==> config.mk <==
export PLATFORM = sky130hd
export DESIGN_NAME = reg_dump_reader_flat
export DESIGN_NICKNAME = d
export VERILOG_FILES = /design/src/rtl/reg_dump_reader_if.sv /design/src/rtl/reg_dump_reader.sv /design/src/flat_wrapper.sv
export SDC_FILE = /design/constraint.sdc
export NUM_CORES = 1
export LEC_CHECK = 0
export CORE_MARGIN = 10
export CORE_UTILIZATION = 38
export CTS_CLUSTER_DIAMETER = 100
export CTS_CLUSTER_SIZE = 10
export DETAILED_ROUTE_END_ITERATION = 12
export HOLD_SLACK_MARGIN = 0.1
export MAX_ROUTING_LAYER = met4
export PLACE_DENSITY = 0.77
export SYNTH_ARGS = -nofsm -noshare
export SYNTH_HDL_FRONTEND = slang
export SYNTH_SLANG_ARGS = --single-unit
==> constraint.sdc <==
create_clock -name clk -period 2.09 [get_ports clk]
set_clock_uncertainty 0.2 [all_clocks]
set_input_delay 0.3135 -clock clk [delete_from_list [all_inputs] [get_ports clk]]
set_output_delay 0.3135 -clock clk [all_outputs]
set_load 0.05 [all_outputs]
==> src/rtl/reg_dump_reader_if.sv <==
// reg_dump_reader_if: register-file read port plus the dump word stream
interface reg_dump_reader_if #(
  parameter int ADDR_W = 5,
  parameter int DATA_W = 32
);
  logic              rf_re;
  logic [ADDR_W-1:0] rf_addr;
  logic [DATA_W-1:0] rf_rdata;
  logic              dump_valid;
  logic              dump_ready;
  logic [DATA_W-1:0] dump_data;
  logic [ADDR_W-1:0] dump_idx;
  logic              dump_last;
  modport master (
    output rf_re, rf_addr, dump_valid, dump_data, dump_idx, dump_last,
    input  rf_rdata, dump_ready
  );
  modport slave (
    input  rf_re, rf_addr, dump_valid, dump_data, dump_idx, dump_last,
    output rf_rdata, dump_ready
  );
endinterface

==> src/rtl/reg_dump_reader.sv <==
// reg_dump_reader: on a hlt rising edge, reads FIRST_REG..LAST_REG and streams them out.
// Optional DUMP_CSUM_EN appends an XOR checksum word (idx 0) as the final word.
module reg_dump_reader #(
  parameter int ADDR_W    = 5,
  parameter int DATA_W    = 32,
  parameter int FIRST_REG = 1,
  parameter int LAST_REG  = 31,
  parameter int RD_LAT    = 1
) (
  input  logic              clk,
  input  logic              rst,
  input  logic              hlt,
  reg_dump_reader_if.master bus,
  output logic              busy,
  output logic              done
);
`ifdef DUMP_CSUM_EN
  typedef enum logic [2:0] {IDLE, RD, WAIT, CAP, OUT, CSUM, DONE} state_t;
  logic [DATA_W-1:0] csum;
`else
  typedef enum logic [2:0] {IDLE, RD, WAIT, CAP, OUT, DONE} state_t;
`endif
  state_t            state;
  logic              hlt_q;
  logic [ADDR_W-1:0] idx;
  logic [1:0]        cnt;
  logic              start;
  logic              hs;
  logic              is_last;
  assign start   = hlt & ~hlt_q & (state == IDLE || state == DONE);
  assign hs      = bus.dump_valid & bus.dump_ready;
  assign is_last = idx == ADDR_W'(LAST_REG);
  always_ff @(posedge clk) begin
    if (rst) begin
      state          <= IDLE;
      hlt_q          <= 1'b0;
      idx            <= '0;
      cnt            <= '0;
      bus.rf_re      <= 1'b0;
      bus.rf_addr    <= '0;
      bus.dump_valid <= 1'b0;
      bus.dump_data  <= '0;
      bus.dump_idx   <= '0;
      bus.dump_last  <= 1'b0;
      busy           <= 1'b0;
      done           <= 1'b0;
`ifdef DUMP_CSUM_EN
      csum           <= '0;
`endif
    end else begin
      hlt_q <= hlt;
      if (start) begin
        state       <= RD;
        idx         <= ADDR_W'(FIRST_REG);
        bus.rf_re   <= 1'b1;
        bus.rf_addr <= ADDR_W'(FIRST_REG);
        busy        <= 1'b1;
        done        <= 1'b0;
`ifdef DUMP_CSUM_EN
        csum        <= '0;
`endif
      end else begin
        case (state)
          RD: begin
            state     <= WAIT;
            bus.rf_re <= 1'b0;
            cnt       <= '0;
          end
          WAIT: begin
            state <= cnt == 2'(RD_LAT - 1) ? CAP : WAIT;
            cnt   <= cnt + 1'b1;
          end
          CAP: begin
            state          <= OUT;
            bus.dump_data  <= bus.rf_rdata;
            bus.dump_idx   <= idx;
            bus.dump_valid <= 1'b1;
`ifdef DUMP_CSUM_EN
            bus.dump_last  <= 1'b0;
            csum           <= csum ^ bus.rf_rdata;
`else
            bus.dump_last  <= is_last;
`endif
          end
          OUT: begin
            if (hs && !is_last) begin
              state          <= RD;
              idx            <= idx + 1'b1;
              bus.rf_re      <= 1'b1;
              bus.rf_addr    <= idx + 1'b1;
              bus.dump_valid <= 1'b0;
            end else if (hs) begin
`ifdef DUMP_CSUM_EN
              // checksum word follows immediately, already including the last register
              state          <= CSUM;
              bus.dump_data  <= csum;
              bus.dump_idx   <= '0;
              bus.dump_last  <= 1'b1;
`else
              state          <= DONE;
              bus.dump_valid <= 1'b0;
              busy           <= 1'b0;
              done           <= 1'b1;
`endif
            end
          end
`ifdef DUMP_CSUM_EN
          CSUM: begin
            if (hs) begin
              state          <= DONE;
              bus.dump_valid <= 1'b0;
              busy           <= 1'b0;
              done           <= 1'b1;
            end
          end
`endif
          default: ;
        endcase
      end
    end
  end
endmodule

==> src/flat_wrapper.sv <==
// flat-port wrapper written by rule: the top's interface ports become plain ports
module reg_dump_reader_flat 
#(
  parameter int ADDR_W    = 5,
  parameter int DATA_W    = 32,
  parameter int FIRST_REG = 1,
  parameter int LAST_REG  = 31,
  parameter int RD_LAT    = 1
)
  (clk, rst, hlt, busy, done, bus_rf_re, bus_rf_addr, bus_dump_valid, bus_dump_data, bus_dump_idx, bus_dump_last, bus_rf_rdata, bus_dump_ready);
  reg_dump_reader_if #(.ADDR_W(ADDR_W), .DATA_W(DATA_W)) bus_i ();
  input  logic clk;
  input  logic rst;
  input  logic hlt;
  output logic busy;
  output logic done;
  output wire logic [$bits(bus_i.rf_re)-1:0] bus_rf_re;
  output wire logic [$bits(bus_i.rf_addr)-1:0] bus_rf_addr;
  output wire logic [$bits(bus_i.dump_valid)-1:0] bus_dump_valid;
  output wire logic [$bits(bus_i.dump_data)-1:0] bus_dump_data;
  output wire logic [$bits(bus_i.dump_idx)-1:0] bus_dump_idx;
  output wire logic [$bits(bus_i.dump_last)-1:0] bus_dump_last;
  input wire logic [$bits(bus_i.rf_rdata)-1:0] bus_rf_rdata;
  input wire logic [$bits(bus_i.dump_ready)-1:0] bus_dump_ready;
  assign bus_rf_re = bus_i.rf_re;
  assign bus_rf_addr = bus_i.rf_addr;
  assign bus_dump_valid = bus_i.dump_valid;
  assign bus_dump_data = bus_i.dump_data;
  assign bus_dump_idx = bus_i.dump_idx;
  assign bus_dump_last = bus_i.dump_last;
  assign bus_i.rf_rdata = bus_rf_rdata;
  assign bus_i.dump_ready = bus_dump_ready;
  reg_dump_reader #(.ADDR_W(ADDR_W), .DATA_W(DATA_W), .FIRST_REG(FIRST_REG), .LAST_REG(LAST_REG), .RD_LAT(RD_LAT)) u_core (.clk(clk), .rst(rst), .hlt(hlt), .bus(bus_i), .busy(busy), .done(done));
endmodule
==> flow_metrics.env <==
export IMPL_synth_edf_count=0
export IMPL_gp_congestion=0.803
export IMPL_hold_viol=0
export IMPL_clock_power_share_pct=29.6
export IMPL_htreeDepth=2
export IMPL_io_pins=83
export IMPL_setup_viol=0
export IMPL_holdBufCountCts=0
export IMPL_synth_seq_cells=53
export IMPL_cts_tree="yes"
export IMPL_synthArstFlopShare_pct=0
export IMPL_max_slew_margin_pct=64.8
export IMPL_max_freq_ghz=0.479
export IMPL_grt_pass1_wl_um=9110
export IMPL_p_comb_share_pct=18.4
export IMPL_num_antenna_cells=0
export IMPL_clock_sinks=53
export IMPL_grt_util_all_layers_pct=12.9
export IMPL_cpMostUsedCell="ha_4"
export IMPL_cp_end_kind="flop"
export IMPL_seqPwrFrac_pct=52.0
export IMPL_critPathBufInv=0
export IMPL_io_buffers=82
export IMPL_path_max_fanout=6
export IMPL_firstDrtPassIters=4
export IMPL_outcome="finished clean"
export IMPL_maxCapViolCount=0
export IMPL_initial_core_util_pct=39.7
export IMPL_die_h_um=93.5
export IMPL_startpoint_type="flop"
export IMPL_hold_class="in -> reg"
export IMPL_avgSynthCellArea_um2=8.11
export IMPL_gr_total_overflow=0
export IMPL_dp_cells=400
export IMPL_criticalPathCategory="reg -> reg"
export IMPL_cp_slowest_cell="or4_4"
export IMPL_fin_crit_ns=2.09
export IMPL_syn_nets=292
export IMPL_dpl_hpwl_um=4100
export IMPL_topRoutingLayerUsed="met4"
export IMPL_cpPeakStageDelay_ns=0.43
export IMPL_synth_cells=253
export IMPL_drt_iter0_markers=71
export IMPL_first_global_vias=1841
export IMPL_grt_max_degree=39
export IMPL_clockBufferDepth=2
export IMPL_setup_tns_final_ns=0
export IMPL_path_clk_slew_ns=0.09
export IMPL_vias_per_cell=4.78
export IMPL_rsz0062_at_grt="true"
export IMPL_numCtsBuffers=5
export IMPL_power_internal_mw=1.52
export IMPL_num_rows=26
export IMPL_synth_yosys_seq_area_share_pct=51.7
export IMPL_worstPathCellList="ha_4 -> and3_4 -> ha_4 -> or3b_4 -> or4_4 -> a21oi_2"
export IMPL_cts_root_buffer="clkbuf_8"
export IMPL_antenna_found_initial=0
export IMPL_p_switching_uw=558
export IMPL_crit_arrival_ns=2.13
export IMPL_fin_nets=377
export IMPL_design_die_area_um2=8740
export IMPL_path_delay_family="simple AND/OR/NAND/NOR gates"
export IMPL_die_w_um=93.5
export IMPL_drt_total_wl_um=5630
export IMPL_fin_crit_sh_pct=100
export IMPL_layout_cells_non_filler=409
export IMPL_drc_errors=0
export IMPL_coreArea_um2=5170
export IMPL_p_leak_nw=1.10
export IMPL_synth_cell_types=34
export IMPL_swShare_pct=26.9
export IMPL_postRouteAntennaNets=0
export IMPL_cp_data_required_time_ns=2.13
export IMPL_tightest_slew_ns=0.527
export IMPL_yosysWarnings=0
export IMPL_wl_met3_um=561
export IMPL_fillerInstances=458
export IMPL_total_power_mw=2.07
export IMPL_power_density_nw_per_um2=660
export IMPL_routedWlPerCell_um=13.8
export IMPL_wl_met1_um=2440
export IMPL_drive_gt1_share_pct=12.7
export IMPL_synthFlopType="dfxtp_1"
export IMPL_netlist_area_um2=2050
export IMPL_wl_met2_um=2560
export IMPL_syn_to_final_growth_pct=53.0
export IMPL_peakVddDrop_uv=403
export IMPL_finalMaxSlewViolations=0
export IMPL_insertion_delay_ns=0.30
export IMPL_num_vias=1955
==> routing by layer <==
layer  vias to the layer above  global-route usage [%]
met4                         0                    3.86
met3                         8                    5.84
met2                        66                    19.1
met5                         -                       -
met1                       872                    15.3
li1                       1009                       -
==> synth_stat cells (all sizes together), types with 3 or more instances <==
library cell,instances,share of area (%)
a21o,3,1.1
nand3b,4,1.6
dfxtp,53,52
clkbuf,15,2.7
nand2,80,15
inv,3,0.55
ha,3,1.8
nand3,3,0.73
a21oi,48,12
nand2b,3,0.91
nor3b,3,1.3
and3b,3,1.3
nor2,4,0.73
o21ai,8,2.0
==> power by group through the flow <==
stage	sequential, mW	combinational, mW	clock, mW
2_1_floorplan	1.18	0.131	0
3_3_place_gp	1.10	0.378	0
3_5_place_dp	1.10	0.383	0
4_1_cts	1.08	0.385	0.638
5_1_grt	1.08	0.415	0.697
6_report	1.08	0.382	0.615
==> cell usage in the layout (no fill, tap or decap), drive strengths merged, types with 2 or more instances in the layout <==
cell type	instances
o31ai	2
or3b	2
and3b	3
clkbuf	7
inv	3
nor2b	2
nand3b	4
ha	3
nand2	80
a21o	3
nand2b	3
o21ai	8
nand3	3
clkdlybuf4s50	74
nor2	4
nor3b	3
buf	21
dfxtp	53
or4	2
a21oi	48
==> registers in the layout, indices dropped and copies added, names as in the netlist <==
register and flops:
u_core.busy 1, u_core.state 3, u_core.bus.dump_idx 5, u_core.idx 1, u_core.done 1, u_core.bus.rf_addr 4, u_core.cnt 2, u_core.bus.rf_re 1
u_core.hlt_q 1, u_core.bus.dump_last 1, u_core.bus.dump_data 32, u_core.bus.dump_valid 1
==> logic make-up (layout without fill, tap and decap cells) <==
kind of cell / Yosys count / in the layout / share of synthesized area (%)
and+or+nand+nor: 109 / 109 / 24.5
AOI/OAI and AO/OA: 66 / 66 / 17.4
DFF: 53 / 53 / 51.7
buffers and inverters: 20 / 106 / 3.72
adders and majority gates: 3 / 3 / 1.83
xor gates and xnor gates: 2 / 2 / 0.854
==> metrics by stage <==
step           utilization [%]  hold slack [ns]  setup slack (ns)  instance area, µm²
5_1_grt                   60.7            0.242           -0.0452                3140
2_1_floorplan                -            0.242           -0.0714                2100
4_1_cts                   60.3            0.206            0.0139                3120
3_5_place_dp              58.3            0.248          -0.00519                3010
6_report                  60.7            0.234          0.000836                3140
3_3_place_gp              58.3            0.241            0.0502                3010
==> what timing repair did <==
item	in CTS	in global routing
gates resized for setup	1	4
setup buffers	0	1
setup endpoints to repair	1	2
==> path summary, 6_finish.rpt <==
kind,start,endpoint,slack (ns),cells past startpoint
max reg2reg,u_core.bus.rf_addr[1],u_core.bus.rf_addr[2],0.0008,6
min reg2reg,u_core.bus.dump_data[11],u_core.bus.dump_data[11],0.26,2
min,rst,u_core.bus.rf_addr[3],0.23,3
max,u_core.bus.rf_addr[1],u_core.bus.rf_addr[2],0.0008,6
==> worst min-delay path, delay by kind of cell <==
kind / cells / cell delay (ns)
buffers and inverters: 1 / 0.10
AO/OA/AOI/OAI: 2 / 0.29
==> final cells by class <==
class                      instances  area [µm²]  share of cell area (%)
timing repair buffer              95         908                    28.9
inverter                           3        11.3                   0.359
tap                               70        87.6                    2.79
clock inverter                     1        5.00                   0.159
clock buffer                       7        96.3                    3.07
multi-input combinational        180         962                    30.6
sequential                        53        1070                    34.1
(Power assumes the default switching activity.)
